### config.mk
export PLATFORM = sky130hd
export DESIGN_NAME = execute_load_store_req
export DESIGN_NICKNAME = d
export VERILOG_FILES = /design/src/rtl/execute_load_store_req.sv
export SDC_FILE = /design/constraint.sdc
export NUM_CORES = 1
export LEC_CHECK = 0
export CORE_MARGIN = 5
export CORE_UTILIZATION = 43
export DETAILED_ROUTE_END_ITERATION = 6
export PLACE_DENSITY = 0.84
export SYNTH_ARGS = -nofsm -noshare
export SYNTH_HDL_FRONTEND = slang
export SYNTH_SLANG_ARGS = --single-unit
### constraint.sdc
create_clock -name iCLOCK -period 2.45 [get_ports iCLOCK]
set_input_delay 0.49 -clock iCLOCK [delete_from_list [all_inputs] [get_ports iCLOCK]]
set_output_delay 0.49 -clock iCLOCK [all_outputs]
set_load 0.005 [all_outputs]
### src/rtl/execute_load_store_req.sv
// ============================================================================
// Module   : execute_load_store_req
// Purpose  : Execute-stage load/store sequencer. It accepts one command and
//            checks its alignment. It builds the big-endian byte mask and the
//            positioned store data, runs the data-memory request/response
//            handshake and hands the raw word to the alignment stage.
// Revision : 1.0 - initial release
// ============================================================================
`default_nettype none

module execute_load_store_req #(
    parameter int P_TIMEOUT = 255
) (
    input  logic        iCLOCK,
    input  logic        inRESET,
    input  logic        iEVENT_FLUSH,
    input  logic        iEXE_VALID,
    output logic        oEXE_BUSY,
    input  logic        iEXE_LOAD,
    input  logic [1:0]  iEXE_SIZE,
    input  logic [31:0] iEXE_ADDR,
    input  logic [31:0] iEXE_DATA,
    input  logic [4:0]  iEXE_DEST,
    output logic        oDATAIO_REQ,
    input  logic        iDATAIO_BUSY,
    output logic        oDATAIO_RW,
    output logic [31:0] oDATAIO_ADDR,
    output logic [3:0]  oDATAIO_MASK,
    output logic [31:0] oDATAIO_DATA,
    input  logic        iDATAIO_VALID,
    input  logic [31:0] iDATAIO_DATA,
    output logic        oLDST_VALID,
    input  logic        iLDST_BUSY,
    output logic        oLDST_LOAD,
    output logic [3:0]  oLDST_MASK,
    output logic [1:0]  oLDST_SHIFT,
    output logic [31:0] oLDST_DATA,
    output logic [4:0]  oLDST_DEST,
    output logic        oFAULT_ALIGN,
    output logic        oFAULT_TIMEOUT
);

    // Last WAIT count before the timeout fires; the counter starts at 0 on WAIT entry.
    localparam logic [15:0] TIMEOUT_LAST = 16'(P_TIMEOUT - 1);

    typedef enum logic [2:0] {
        ST_IDLE  = 3'd0,
        ST_REQ   = 3'd1,
        ST_WAIT  = 3'd2,
        ST_DONE  = 3'd3,
        ST_DRAIN = 3'd4
    } state_t;

    state_t      state;
    logic [15:0] wait_cnt;

    logic        accept;
    logic        misalign;
    logic [3:0]  cmd_mask;
    logic [31:0] cmd_data;

    assign accept    = (state == ST_IDLE) && iEXE_VALID && !iEVENT_FLUSH;
    assign oEXE_BUSY = (state != ST_IDLE);

    // Alignment check, byte-lane mask and positioned store data for the incoming command.
    always_comb begin
        misalign = 1'b0;
        cmd_mask = 4'b0000;
        cmd_data = 32'h0000_0000;
        case (iEXE_SIZE)
            2'd0: begin
                case (iEXE_ADDR[1:0])
                    2'd0: begin cmd_mask = 4'b0001; cmd_data = {iEXE_DATA[7:0], 24'h0}; end
                    2'd1: begin cmd_mask = 4'b0010; cmd_data = {8'h0, iEXE_DATA[7:0], 16'h0}; end
                    2'd2: begin cmd_mask = 4'b0100; cmd_data = {16'h0, iEXE_DATA[7:0], 8'h0}; end
                    default: begin cmd_mask = 4'b1000; cmd_data = {24'h0, iEXE_DATA[7:0]}; end
                endcase
            end
            2'd1: begin
                misalign = iEXE_ADDR[0];
                if (iEXE_ADDR[1]) begin
                    cmd_mask = 4'b1100;
                    cmd_data = {16'h0, iEXE_DATA[15:0]};
                end else begin
                    cmd_mask = 4'b0011;
                    cmd_data = {iEXE_DATA[15:0], 16'h0};
                end
            end
            2'd2: begin
                misalign = (iEXE_ADDR[1:0] != 2'b00);
                cmd_mask = 4'b1111;
                cmd_data = iEXE_DATA;
            end
            default: misalign = 1'b1;
        endcase
        // Loads drive no write data onto the memory bus.
        if (iEXE_LOAD) begin
            cmd_data = 32'h0000_0000;
        end
    end

    // Sequencer FSM with registered memory-side and result-side outputs.
    always_ff @(posedge iCLOCK or negedge inRESET) begin
        if (!inRESET) begin
            state          <= ST_IDLE;
            wait_cnt       <= 16'h0000;
            oDATAIO_REQ    <= 1'b0;
            oDATAIO_RW     <= 1'b0;
            oDATAIO_ADDR   <= 32'h0000_0000;
            oDATAIO_MASK   <= 4'b0000;
            oDATAIO_DATA   <= 32'h0000_0000;
            oLDST_VALID    <= 1'b0;
            oLDST_LOAD     <= 1'b0;
            oLDST_MASK     <= 4'b0000;
            oLDST_SHIFT    <= 2'b00;
            oLDST_DATA     <= 32'h0000_0000;
            oLDST_DEST     <= 5'd0;
            oFAULT_ALIGN   <= 1'b0;
            oFAULT_TIMEOUT <= 1'b0;
        end else begin
            oFAULT_ALIGN   <= 1'b0;
            oFAULT_TIMEOUT <= 1'b0;
            case (state)
                ST_IDLE: begin
                    if (accept) begin
                        if (misalign) begin
                            oFAULT_ALIGN <= 1'b1;
                        end else begin
                            state        <= ST_REQ;
                            oDATAIO_REQ  <= 1'b1;
                            oDATAIO_RW   <= !iEXE_LOAD;
                            oDATAIO_ADDR <= {iEXE_ADDR[31:2], 2'b00};
                            oDATAIO_MASK <= cmd_mask;
                            oDATAIO_DATA <= cmd_data;
                            oLDST_LOAD   <= iEXE_LOAD;
                            oLDST_MASK   <= cmd_mask;
                            oLDST_SHIFT  <= iEXE_ADDR[1:0];
                            oLDST_DEST   <= iEXE_DEST;
                        end
                    end
                end
                ST_REQ: begin
                    if (iEVENT_FLUSH) begin
                        state       <= ST_IDLE;
                        oDATAIO_REQ <= 1'b0;
                    end else if (!iDATAIO_BUSY) begin
                        state       <= ST_WAIT;
                        oDATAIO_REQ <= 1'b0;
                        wait_cnt    <= 16'h0000;
                    end
                end
                ST_WAIT: begin
                    if (iEVENT_FLUSH) begin
                        // A response landing with the flush is consumed here, so nothing is left to drain.
                        state <= iDATAIO_VALID ? ST_IDLE : ST_DRAIN;
                    end else if (iDATAIO_VALID) begin
                        state       <= ST_DONE;
                        oLDST_VALID <= 1'b1;
                        oLDST_DATA  <= oLDST_LOAD ? iDATAIO_DATA : 32'h0000_0000;
                    end else if (wait_cnt >= TIMEOUT_LAST) begin
                        state          <= ST_DRAIN;
                        oFAULT_TIMEOUT <= 1'b1;
                    end else begin
                        wait_cnt <= wait_cnt + 16'h0001;
                    end
                end
                ST_DONE: begin
                    if (iEVENT_FLUSH || !iLDST_BUSY) begin
                        state       <= ST_IDLE;
                        oLDST_VALID <= 1'b0;
                    end
                end
                ST_DRAIN: begin
                    if (iDATAIO_VALID) begin
                        state <= ST_IDLE;
                    end
                end
                default: begin
                    state       <= ST_IDLE;
                    oDATAIO_REQ <= 1'b0;
                    oLDST_VALID <= 1'b0;
                end
            endcase
        end
    end

endmodule

`default_nettype wire
==> impl_results.md <==
* Crit path required time at 1.96 ns
* Drt pass-1 iters at 5
* Residual DRC count at 0
* Synth top area share at 58.3%
* Initial core utilization at 44.0%
* Fin Clk Skew at 0.00475 ns
* Cell at the root of the clock tree: clkbuf_16
* Avg Vias per Cell at 5.25
* Hold buffers post-CTS at 0
* Syn_area_per_cell at 10.8 sq um
* H-tree depth at 4
* Yosys reg bits at 130
* Setup ws final at 0.0868 ns
* CP arrival at 1.87 ns
* Most frequent cells in the layout: clkdlybuf4s50_1 (225), dfrtp_1 (130), nand2_1 (99), o21ai_1 (37), mux2_2 (25)
* Part of the cycle the worst path needs at 96.5%
* GR Layer Usage met3 at 7.40%
* Final WL at 16.6 mm
* Final #Nets at 853
* Yosys warning count at 0
* Most Crowded Layer GR: met2
* Async set or reset register ratio after synthesis at 100%
* Clock latency on the worst-skew pair at 0.41 ns
* Post-CTS setup buffers at 0
* Detailed-placement wirelength estimate at 12.4 mm
* Max Freq at 0.423 GHz
* I/O pin count at 229
* Setup violators final at 0
* CTS tree: built
* I/O Buffers at 226
* Num CTS Buffers at 17
* Top post-synthesis cells by area: dfrtp_1 (58%), nand2_1 (6.7%), mux2_2 (5.0%)
* Cts repair resizes at 0
* Max_slew headroom at 55.6%
* WHS at 0.0835 ns
* Final min period at 2.36 ns
* Core Util, Final at 68.3%
* Die height at 124 um
* Initial DRC Count at 432
* Largest net degree at the start of global routing at 85
* Setup Slack @ Placement at -0.0258 ns
* Peak VDD IR at 0.679 mV
* Met1 Use GR at 24.4%
* Post-synthesis cell count at 516
* Crit Path Category: register to output pin
* Yosys cell types at 54
* Actual slew at the worst max-slew pin at 0.666 ns
* Post-synthesis sequential area ratio at 58.3%
* Post-synthesis cell area at 5580 sq um
* Fin area at 8650 sq um
* Initial antenna violation count at 0
* Worst Path Max Fanout at 14
* Area leader, netlist: dfrtp_1
* Critical Path Sink Type: output pin
* Leakage at 3.71 nW
* Startpoint Class: register
* Vias in the first global route at 5087
* Pwr/cell area at 1020 nW/um^2
* Worst min path class: primary input to async pin
* First-pass GRT wire length at 25.9 mm
* Die width at 124 um
* Max clock buf depth at 2
* Share of post-route cells with drive strength above 1 at 11.1%
* Placed insts at 893
* Post-Layout Cell Count at 923
* RSZ-0062 raised after global routing: false
* Vias at 4844
* Worst-path clk slew at 0.05 ns
* GRT Overall Usage at 21.8%
* Clock sinks at 130
* DR WL/cell at 18.0 um
* Gpl congestion at 0.883
* Number of synthesized flops with an enable pin at 0
* GR Util met2 at 37.3%
* Most common cell after layout, fill and taps aside: clkdlybuf4s50_1
* Maxcap violations at 0
* DIE AREA at 15400 sq um
* Pins Over Slew Limit at 0
* Core area at 12700 sq um
* DP Area at 8050 sq um
* Row count at 41
* GR Overflow Total at 0
* Layout area overhead at 55.1%
* Status: complete, no violations
* Post-route ant nets at 0
* # diodes at 0
* Hold Violations, Final at 0
* Synth Flop Type: dfrtp_1
layer usage:
layer | wire [um] | vias to the layer above
met5 | 0 | -
met4 | 586 | 0
met3 | 1410 | 42
met2 | 8580 | 223
met1 | 6000 | 2347
li1 | - | 2232
final timing paths:
path	startpoint	to	slack, ns	cells after the start
setup / recovery	state[0]	oEXE_BUSY	0.09	2
hold / removal	inRESET	oDATAIO_ADDR[21]	0.08	1
setup reg to reg	state[0]	oDATAIO_DATA[8]	0.25	5
hold reg to reg	oLDST_DATA[9]	oLDST_DATA[9]	0.48	2
max in group asynchronous	inRESET	oDATAIO_DATA[8]	1.69	2
min in group iCLOCK	oLDST_DATA[9]	oLDST_DATA[9]	0.48	2
through the flow:
stage	total power, mW	TNS, ns
detailed placement	6.33	-0.0258
CTS	8.95	0
global placement	6.20	0
finish	8.85	0
floorplan	4.33	0
global route	9.32	0
cells by family (layout without fill, tap and decap cells):
logic type | after synthesis | after routing | synth area share (%)
flip-flops | 130 | 130 | 58.3
other | 1 | 2 | 0.0672
adder cells (fa/ha/maj) | 2 | 2 | 0.448
multiplexers | 41 | 41 | 8.25
AND/OR/NAND/NOR | 176 | 176 | 15.1
buffers and inverters | 47 | 281 | 3.90
AO/OA/AOI/OAI | 114 | 114 | 13.1
XOR/XNOR | 5 | 5 | 0.785
cells in the mapped netlist, types with 5 or more instances:
master / count
dfrtp_1: 130
nand2_1: 99
o21ai_1: 37
mux2_2: 25
nor2_1: 23
clkbuf_1: 21
a22oi_1: 16
o21ai_0: 16
mux2_1: 15
and2_1: 9
o31ai_1: 9
a221oi_1: 8
a22o_1: 8
inv_1: 8
nor3b_1: 8
a21oi_1: 7
buf_4: 7
buf_2: 6
nand3_1: 5
state kept, by name (all words and copies together) (netlist names), 2 cells and up:
signal,cells
oLDST_MASK,4
oLDST_SHIFT,2
oDATAIO_ADDR,30
oLDST_DEST,5
state,3
oLDST_DATA,32
oDATAIO_DATA,32
wait_cnt,16
where the power goes:
| group | internal [mW] | switching [mW] | total, mW |
|---|---|---|---|
| registers | 2.84 | 0.453 | 3.29 |
| logic | 1.88 | 1.11 | 2.99 |
| clock network | 1.67 | 0.905 | 2.57 |
cell type report:
class	count	area, sq um
clock inverter	9	131
fill	962	4020
sequential	130	3250
multi-input combinational	340	2110
tap	172	215
inverter	8	30.0
clock buffer	21	470
timing repair buffer	243	2440
worst max-delay path: stages (launching register included):
cell	delay (ns)
dfrtp_1	0.51
or3_1	0.46
clkdlybuf4s50_1	0.50
(Power assumes the default switching activity.)
